`src/rtl/imem_stream_loader_pkg.sv`:
```
// Shared definitions for the instruction-memory stream loader: memory geometry,
// the load-terminating halt instruction and the loader state encoding.
package imem_stream_loader_pkg;

    localparam int IMEM_BYTES = 256;
    localparam int ADDR_W     = $clog2(IMEM_BYTES);
    localparam int MAX_WORDS  = IMEM_BYTES / 4;
    localparam int COUNT_W    = $clog2(MAX_WORDS) + 1;

    // Must match the halt detect in toy_processor.
    localparam logic [31:0] HALT_WORD = 32'h0000_003f;

    typedef enum logic [1:0] {
        ST_IDLE   = 2'd0,
        ST_ACCEPT = 2'd1,
        ST_WRITE  = 2'd2,
        ST_DONE   = 2'd3
    } loader_state_t;

    // Big-endian byte select: index 0 is bits [31:24].
    function automatic logic [7:0] word_byte(input logic [31:0] word, input logic [1:0] idx);
        logic [7:0] b;
        case (idx)
            2'd0:    b = word[31:24];
            2'd1:    b = word[23:16];
            2'd2:    b = word[15:8];
            default: b = word[7:0];
        endcase
        return b;
    endfunction

endpackage

```
`src/rtl/imem_stream_loader_serializer.sv`:
```
// Holds one accepted instruction word and presents it as four registered
// big-endian bytes, one per beat, flagging the final beat.
module imem_stream_loader_serializer
    import imem_stream_loader_pkg::*;
(
    input  logic        clk,
    input  logic        reset,
    input  logic        clear,
    input  logic        load,
    input  logic        advance,
    input  logic [31:0] in_word,
    output logic [31:0] word_buf,
    output logic [7:0]  byte_data,
    output logic        last_beat
);

    logic [1:0] byte_idx;

    assign last_beat = (byte_idx == 2'd3);

    // NOTE: word_buf is reset too; it is tiny, and a known value keeps the halt compare clean after reset.
    always_ff @(posedge clk) begin
        if (reset) begin
            word_buf  <= '0;
            byte_idx  <= '0;
            byte_data <= '0;
        end else if (load) begin
            word_buf  <= in_word;
            byte_idx  <= '0;
            byte_data <= word_byte(in_word, 2'd0);
        end else if (advance) begin
            byte_idx  <= byte_idx + 2'd1;
            byte_data <= word_byte(word_buf, byte_idx + 2'd1);
        end else if (clear) begin
            byte_idx  <= '0;
        end
    end

endmodule

```
`src/rtl/imem_stream_loader.sv`:
```
// Streams 32-bit instruction words into a byte-wide instruction memory while
// holding the processor in reset, then releases it once the program is loaded.
module imem_stream_loader
    import imem_stream_loader_pkg::*;
(
    input  logic               clk,
    input  logic               reset,
    input  logic               start,
    input  logic               in_valid,
    output logic               in_ready,
    input  logic [31:0]        in_word,
    output logic               mem_we,
    output logic [ADDR_W-1:0]  mem_addr,
    output logic [7:0]         mem_wdata,
    output logic               cpu_reset,
    output logic               done,
    output logic               halt_seen,
    output logic [COUNT_W-1:0] word_count
);

    loader_state_t state;
    loader_state_t next_state;

    logic [31:0] word_buf;
    logic        beat_last;
    logic        accept;
    logic        in_write;
    logic        word_end;
    logic        is_halt;
    logic        last_slot;
    logic        clear;

    logic               in_ready_d;
    logic               mem_we_d;
    logic [ADDR_W-1:0]  mem_addr_d;
    logic               cpu_reset_d;
    logic               done_d;
    logic               halt_seen_d;
    logic [COUNT_W-1:0] word_count_d;

    assign accept    = (state == ST_ACCEPT) && in_valid && in_ready;
    assign in_write  = (state == ST_WRITE);
    assign word_end  = in_write && beat_last;
    assign is_halt   = (word_buf == HALT_WORD);
    assign last_slot = (word_count == COUNT_W'(MAX_WORDS - 1));
    // A new load may only begin from rest; start mid-load is ignored.
    assign clear     = start && ((state == ST_IDLE) || (state == ST_DONE));

    imem_stream_loader_serializer u_serializer (
        .clk       (clk),
        .reset     (reset),
        .clear     (clear),
        .load      (accept),
        .advance   (in_write && !beat_last),
        .in_word   (in_word),
        .word_buf  (word_buf),
        .byte_data (mem_wdata),
        .last_beat (beat_last)
    );

    // NOTE: sequential state uses non-blocking assignments so every register samples pre-edge values.
    always_ff @(posedge clk) begin
        if (reset) begin
            state <= ST_IDLE;
        end else begin
            state <= next_state;
        end
    end

    // NOTE: every combinational output gets a default first so no path can infer a latch.
    always_comb begin
        next_state = state;
        case (state)
            ST_IDLE: begin
                if (start) next_state = ST_ACCEPT;
            end
            ST_ACCEPT: begin
                if (accept) next_state = ST_WRITE;
            end
            ST_WRITE: begin
                if (beat_last) begin
                    if (is_halt || last_slot) next_state = ST_DONE;
                    else                      next_state = ST_ACCEPT;
                end
            end
            ST_DONE: begin
                if (start) next_state = ST_ACCEPT;
            end
            default: next_state = ST_IDLE;
        endcase
    end

    // Output values for the next cycle, decoded from the next state so they can be registered.
    always_comb begin
        in_ready_d   = (next_state == ST_ACCEPT);
        mem_we_d     = (next_state == ST_WRITE);
        done_d       = (next_state == ST_DONE);
        cpu_reset_d  = (next_state != ST_DONE);
        mem_addr_d   = mem_addr;
        word_count_d = word_count;
        halt_seen_d  = halt_seen;

        if (accept) begin
            mem_addr_d = ADDR_W'({word_count, 2'b00});
        end else if (in_write && !beat_last) begin
            mem_addr_d = mem_addr + ADDR_W'(1);
        end

        if (clear) begin
            word_count_d = '0;
            halt_seen_d  = 1'b0;
        end else if (word_end) begin
            word_count_d = word_count + COUNT_W'(1);
            halt_seen_d  = is_halt;
        end
    end

    always_ff @(posedge clk) begin
        if (reset) begin
            in_ready   <= 1'b0;
            mem_we     <= 1'b0;
            mem_addr   <= '0;
            cpu_reset  <= 1'b1;
            done       <= 1'b0;
            halt_seen  <= 1'b0;
            word_count <= '0;
        end else begin
            in_ready   <= in_ready_d;
            mem_we     <= mem_we_d;
            mem_addr   <= mem_addr_d;
            cpu_reset  <= cpu_reset_d;
            done       <= done_d;
            halt_seen  <= halt_seen_d;
            word_count <= word_count_d;
        end
    end

endmodule

```
`config.mk`:
```
export PLATFORM = sky130hd
export DESIGN_NAME = imem_stream_loader
export DESIGN_NICKNAME = d
export VERILOG_FILES = /design/src/rtl/imem_stream_loader_pkg.sv /design/src/rtl/imem_stream_loader_serializer.sv /design/src/rtl/imem_stream_loader.sv
export SDC_FILE = /design/constraint.sdc
export NUM_CORES = 1
export LEC_CHECK = 0
export CORE_ASPECT_RATIO = 1.4
export CORE_MARGIN = 2
export CORE_UTILIZATION = 30
export DETAILED_ROUTE_END_ITERATION = 7
export GPL_TIMING_DRIVEN = 0
export SLEW_MARGIN = 20
export SYNTH_ARGS = -nofsm -noshare
export SYNTH_HDL_FRONTEND = slang
export SYNTH_HIERARCHICAL = 1
export SYNTH_SLANG_ARGS = --single-unit
```
`constraint.sdc`:
```
create_clock -name clk -period 1.9 [get_ports clk]
set_input_delay 0.285 -clock clk [delete_from_list [all_inputs] [get_ports clk]]
set_output_delay 0.285 -clock clk [all_outputs]
set_load 0.05 [all_outputs]
```
==> metrics, run 1 <==
status complete, no violations; fill count 1011; Slew Limit Fails 0; CP peak stage delay 0.83 ns; routed wire length 8180 um; nets 429; sequential fraction of the synthesis area 42.9%; top-count cell post-synth dfxtp_1; Max clock buf depth 2; total track usage 16.0%; first-pass GRT wire length 13100 um; Min Clock Period, post-route 1.84 ns; diodes inserted 0; final setup vio count 0; core area 9790 um2; switching part of the total power 22.8%; Initial Util 30.5%; clk_lat worst skew 0.32 ns; WS Path Type register to output pin; syn nets 350; Mapped Area 2990 um2; Synth-to-Final Area Change 41.1%; slew margin rel. 51.9%; vias per cell 4.95; DP HPWL 5970 um; largest net degree at the start of global routing 13; Final Wtd Congestion 0.845; fin crit share 96.7%; crit end category output pin; Setup TNS 0 ns; drt wl/cell 15.6 um; H-tree depth 3; Post-synth EDFFs 0; peak supply drop 0.500 mV; Hold Path Class register to register; via count 2595; Buf/Inv on CP 1; #FFs+latches synth 64; Area contributors post-synth dfxtp_1, mux2i_1, nor2_1; Synth Warn # 6; CP arrival 1.55 ns; post-synth top area share 42.9%; Routed Antenna Nets 0; root buf cell clkbuf_16; Reg power frac 40.2%; DP Cell Count 503; input/output buffers 63; Synth area leader dfxtp_1; Clock power frac 49.4%; layout cells sized above 1 14.1%; Highest Clock Rate 544 MHz; crit-path max FO 2; asr flop ratio synth 0%; cell-internal power 2.70 mW; TritonCTS clock tree yes; max-cap violations 0; drt drc 0; die area 10800 um2; Detailed Routing Iterations Pass 1 7; clock buffer count from CTS 9; Commonest cells post-synth dfxtp_1, nor2_1, mux2i_1; boundary pin count 64; Switch Pwr 797 uW; Slowest-stage cell, CP clkdlybuf4s50_1; Comb pwr share 10.4%; Hold Vio Cnt, Final 0; CTS Hold Buffers Added 0; clock sink count 64; Worst setup SP type register; Mean Syn Cell Area 9.80 um2; Die Y 122 um; Hold Slack 0.465 ns; Initial DRC Count 99; leakage 1.55 nW; Post-Layout Cell Count 524; library cells used by synthesis 47; pwr/cell area 830 nW/um2; initial antenna violation count 0; Mapped Cells 305; die width 88.3 um; actual slew at the worst max-slew pin 0.722 ns; total gr overflow 0; Worst Path Required 1.62 ns; predominant post-synthesis flop cell dfxtp_1; CP Cell Sequence clkdlybuf4s50_1; # rows 43; vias in the first global route 2711; clk slew on worst S/H paths 0.06 ns; Top delay family on crit path buffers and inverters; Clock Skew 0.00490 ns
-- logic make-up after synthesis --
family / count (synthesis) / synth area share (%)
AO/OA/AOI/OAI: 48 / 14.2
XOR/XNOR: 12 / 3.52
multiplexers: 34 / 11.4
AND/OR/NAND/NOR: 108 / 19.5
buffers and inverters: 30 / 4.82
adder cells (fa/ha/maj): 9 / 3.77
flip-flops: 64 / 42.9
-- through the flow --
stage / cell area (um2) / util (%) / setup WS [ns] / total power, mW
2_1_floorplan: 2990 / - / 0.0372 / 1.62
3_3_place_gp: 3790 / 38.7 / -0.195 / 1.77
3_5_place_dp: 3790 / 38.7 / -0.187 / 1.78
4_1_cts: 4140 / 42.3 / 0.00139 / 3.53
5_1_grt: 4220 / 43.0 / -0.00616 / 3.62
6_report: 4220 / 43.0 / 0.0632 / 3.50
-- cells in the final DEF, fill, tap and decap left out, types with 2 or more instances in the layout --
cell type,n
dfxtp_1,61
clkdlybuf4s50_1,57
nor2_1,44
mux2i_1,34
nor2b_1,17
clkbuf_1,11
nand2_1,10
xor2_1,10
clkbuf_16,9
a21oi_1,8
inv_1,7
buf_4,7
nand4_1,7
ha_1,7
a222oi_1,7
a22oi_1,7
o32ai_2,7
nor3_1,6
a211oi_1,6
nor4_1,4
o21ai_0,4
clkbuf_8,4
buf_6,3
dlymetal6s2s_1,3
dlygate4sd2_1,3
dfxtp_2,3
and3_1,2
nor4_2,2
xnor2_1,2
clkbuf_4,2
buf_2,2
nor3b_1,2
-- power by group through the flow --
stage	Clock (mW)	Sequential (mW)	Combinational, mW
3_5_place_dp	0	1.43	0.343
4_1_cts	1.77	1.41	0.350
5_1_grt	1.82	1.41	0.392
6_report	1.73	1.41	0.363
2_1_floorplan	0	1.47	0.151
3_3_place_gp	0	1.43	0.339
-- repair_timing --
| action | CTS | global route |
|---|---|---|
| resized for setup | 10 | 13 |
| setup buffers | 3 | 3 |
| endpoints found under the hold margin | 0 | 0 |
| pin swaps | 0 | 1 |
| gates cloned | 0 | 0 |
| setup endpoints to repair | 45 | 47 |
-- worst paths after layout --
check	startpoint	endpoint	slack [ns]	depth (start not counted)
max	in_ready	in_ready	0.06	1
min	halt_seen	halt_seen	0.46	2
max reg2reg	u_serializer/byte_idx[0]	u_serializer/byte_data[5]	0.08	7
min reg2reg	halt_seen	halt_seen	0.46	2
-- final cells by class --
cell class	instances	area, um2	area share, %
multi-input cells	211	1610	38.2
flip-flops and latches	64	1280	30.5
repair buffers	69	679	16.1
clock buffers	14	284	6.74
well taps	135	169	4.01
plain buffers	20	116	2.76
inverters	9	37.5	0.890
clock inverters	2	35.0	0.831
-- state kept, by name, summed over array words and instances (netlist names) --
| signal | cells |
|---|---|
| cpu_reset | 1 |
| done | 1 |
| halt_seen | 1 |
| in_ready | 1 |
| mem_addr | 8 |
| mem_we | 1 |
| state | 2 |
| u_serializer/byte_data | 8 |
| u_serializer/byte_idx | 2 |
| u_serializer/word_buf | 32 |
| word_count | 7 |
-- per-layer routing --
metal	global-route usage (%)	routed length (um)	up-vias
met1	17.5	3340	1236
met5	0	0	-
met4	7.95	229	0
li1	-	-	1262
met3	3.86	362	18
met2	28.2	4250	79
No activity file was read; power rests on OpenSTA's default activity.
==> run 2, diff against run 1 <==
Settings changed: CTS_BUF_LIST set to sky130_fd_sc_hd__clkbuf_4 sky130_fd_sc_hd__clkbuf_8 sky130_fd_sc_hd__clkbuf_16, SYNTH_HIERARCHICAL 1 to not set.
==> metrics, run 2 <==
peak supply drop 0.399 mV (was 0.500 mV); total track usage 16.3% (was 16.0%); Clock Skew 0.00903 ns (was 0.00490 ns); commonest cells after routing, fill and taps aside nand2_1, dfxtp_1, clkdlybuf4s50_1, a21oi_1, nor2_1 (was dfxtp_1, clkdlybuf4s50_1, nor2_1, mux2i_1, nor2b_1); Routed Antenna Nets 0 (unchanged); vias in the first global route 2582 (was 2711); crit path from word_count[1] (was in_ready); Worst Path Required 1.62 ns (about the same); total gr overflow 0 (unchanged); most common cell after layout, fill and taps aside nand2_1 (was dfxtp_1); nets 466 (was 429); syn nets 394 (was 350); boundary pin count 64 (unchanged); Post-synth EDFFs 0 (unchanged); post-place setup slack -0.0737 ns (was -0.187 ns); Commonest cells post-synth nand2_1, dfxtp_1, a21oi_1 (was dfxtp_1, nor2_1, mux2i_1); max-cap violations 0 (unchanged); DP HPWL 6160 um (was 5970 um); post-synth top area share 44.9% (was 42.9%); Synth Warn # 0 (was 6); Top delay family on crit path buffers and inverters (unchanged); top flop regs u_serializer.word_buf: 32 flops, mem_addr: 8 flops, u_serializer.byte_data: 8 flops (was u_serializer/word_buf: 32 flops, mem_addr: 8 flops, u_serializer/byte_data: 8 flops); die area 10300 um2 (was 10800 um2); Post-Layout Cell Count 535 (was 524); Largest Register u_serializer.word_buf (was u_serializer/word_buf); vias per cell 5.12 (was 4.95); slew margin rel. 64.9% (was 51.9%); leakage 1.46 nW (was 1.55 nW); Slew Limit Fails 0 (unchanged); final setup vio count 0 (unchanged); library cells used by synthesis 38 (was 47); asr flop ratio synth 0% (unchanged); #FFs+latches synth 64 (unchanged); Finished Core Util 42.0% (was 43.0%); Mapped Area 2850 um2 (was 2990 um2); Mean Syn Cell Area 8.17 um2 (was 9.80 um2); CP Cell Sequence clkdlybuf4s50_1 (unchanged); crit end category output pin (unchanged); Synth-to-Final Area Change 37.9% (was 41.1%); input/output buffers 62 (was 63); TritonCTS clock tree yes (unchanged); Slowest-stage cell, CP clkdlybuf4s50_1 (unchanged); clk slew on worst S/H paths 0.05 ns (was 0.06 ns); Highest Clock Rate 540 MHz (was 544 MHz); Hold Path Class primary input to register (was register to register); Final Power 3.40 mW (was 3.50 mW); Buf/Inv on CP 1 (unchanged); Hold Vio Cnt, Final 0 (unchanged); clk_lat worst skew 0.34 ns (was 0.32 ns); first-pass GRT wire length 12700 um (was 13100 um); Detailed Routing Iterations Pass 1 4 (was 7); drt drc 0 (unchanged); die width 86.4 um (was 88.3 um); actual slew at the worst max-slew pin 0.526 ns (was 0.722 ns); layout cells sized above 1 9.18% (was 14.1%); clock buffer count from CTS 9 (unchanged); R2R Path Start u_serializer.byte_idx[0] (was u_serializer/byte_idx[0]); via count 2741 (was 2595); Initial Util 30.5% (about the same); top-count cell post-synth nand2_1 (was dfxtp_1); RSZ-0062 raised after global routing true; fill count 945 (was 1011); Area contributors post-synth dfxtp_1, nand2_1, a21oi_1 (was dfxtp_1, mux2i_1, nor2_1); drt wl/cell 15.3 um (was 15.6 um); pwr/cell area 864 nW/um2 (was 830 nW/um2); routed wire length 8180 um (about the same); DP Cell Count 521 (was 503); crit-path max FO 5 (was 2); Initial DRC Count 200 (was 99); # rows 42 (was 43); diodes inserted 0 (unchanged); fin crit share 97.5% (was 96.7%); largest net degree at the start of global routing 11 (was 13); CP arrival 1.57 ns (was 1.55 ns); WS Path Type register to output pin (unchanged); beginning of the worst hold path reset (was halt_seen); H-tree depth 3 (unchanged); status complete, no violations (unchanged); Die Y 119 um (was 122 um); post-CTS setup repair buffer count 0 (was 3); CP peak stage delay 0.83 ns (about the same); predominant post-synthesis flop cell dfxtp_1 (unchanged); Final WS setup 0.0466 ns (was 0.0632 ns); core area 9350 um2 (was 9790 um2); Synth area leader dfxtp_1 (unchanged); initial antenna violation count 0 (unchanged); max reg flops 32 (unchanged); sequential fraction of the synthesis area 44.9% (was 42.9%); Min Clock Period, post-route 1.85 ns (was 1.84 ns); clock sink count 64 (unchanged); Final Wtd Congestion 0.809 (was 0.845); Max clock buf depth 2 (unchanged); root buf cell clkbuf_16 (unchanged); Mapped Cells 349 (was 305); Worst setup SP type register (unchanged)
[run 2: cell count changes in the layout (fill, tap and decap cells not counted), sizes merged, moves of 9 or more]
cell    change
a21boi      +9
nand2      +71
nor2       -24
a21oi      +38
nor2b      -13
mux2i      -33
[run 2: cell type report]
cell class	count	area, um2	share of cell area (%)
multi-input combinational	257	1470	37.3
sequential	64	1280	32.6
timing repair buffer	62	629	16.0
clock buffer	15	283	7.19
tap	110	138	3.50
buffer	23	116	2.96
inverter	4	15.0	0.382
[run 2: worst paths after layout]
check / slack, ns / endpoint / cells after the start
hold / removal: 0.44 / mem_addr[3] / 2
hold reg to reg: 0.46 / halt_seen / 2
setup reg to reg: 0.08 / cpu_reset / 6
setup / recovery: 0.05 / word_count[1] / 1
[run 2: repair_timing]
item | in CTS | in global routing
pin swaps | 0 | 6
endpoints found under the setup margin | 23 | 51
hold buffers | 0 | 0
resized for setup | 7 | 25
[run 2: cell families after synthesis]
family | synth area share, %
flops | 44.9
fa+ha+maj | 3.95
xor+xnor | 3.69
compound gates | 19.3
mux | 0.351
buf+inv | 4.21
simple gates | 23.6
[run 2: through the flow]
step	TNS (ns)	instance area, um2	hold WS [ns]
after floorplan	0	2850	0.421
after global placement	-0.827	3610	0.443
after detailed placement	-0.833	3610	0.454
after CTS	-0.00237	3910	0.439
after global routing	-0.0937	3930	0.490
final	0	3930	0.444
[run 2: power breakdown]
group / switching (mW) / internal, mW / total (mW)
combinational: 0.233 / 0.182 / 0.415
clock: 0.552 / 1.00 / 1.56
sequential: 0.0372 / 1.39 / 1.43
total: 0.822 / 2.57 / 3.40
[run 2: metal layers]
metal / GRT usage (%) / vias up / part of all wire, %
li1: - / 1360 / -
met2: 28.4 / 72 / 53
met5: 0 / - / 0
met3: 4.50 / 20 / 4.3
met1: 17.9 / 1289 / 40
met4: 7.42 / 0 / 2.8
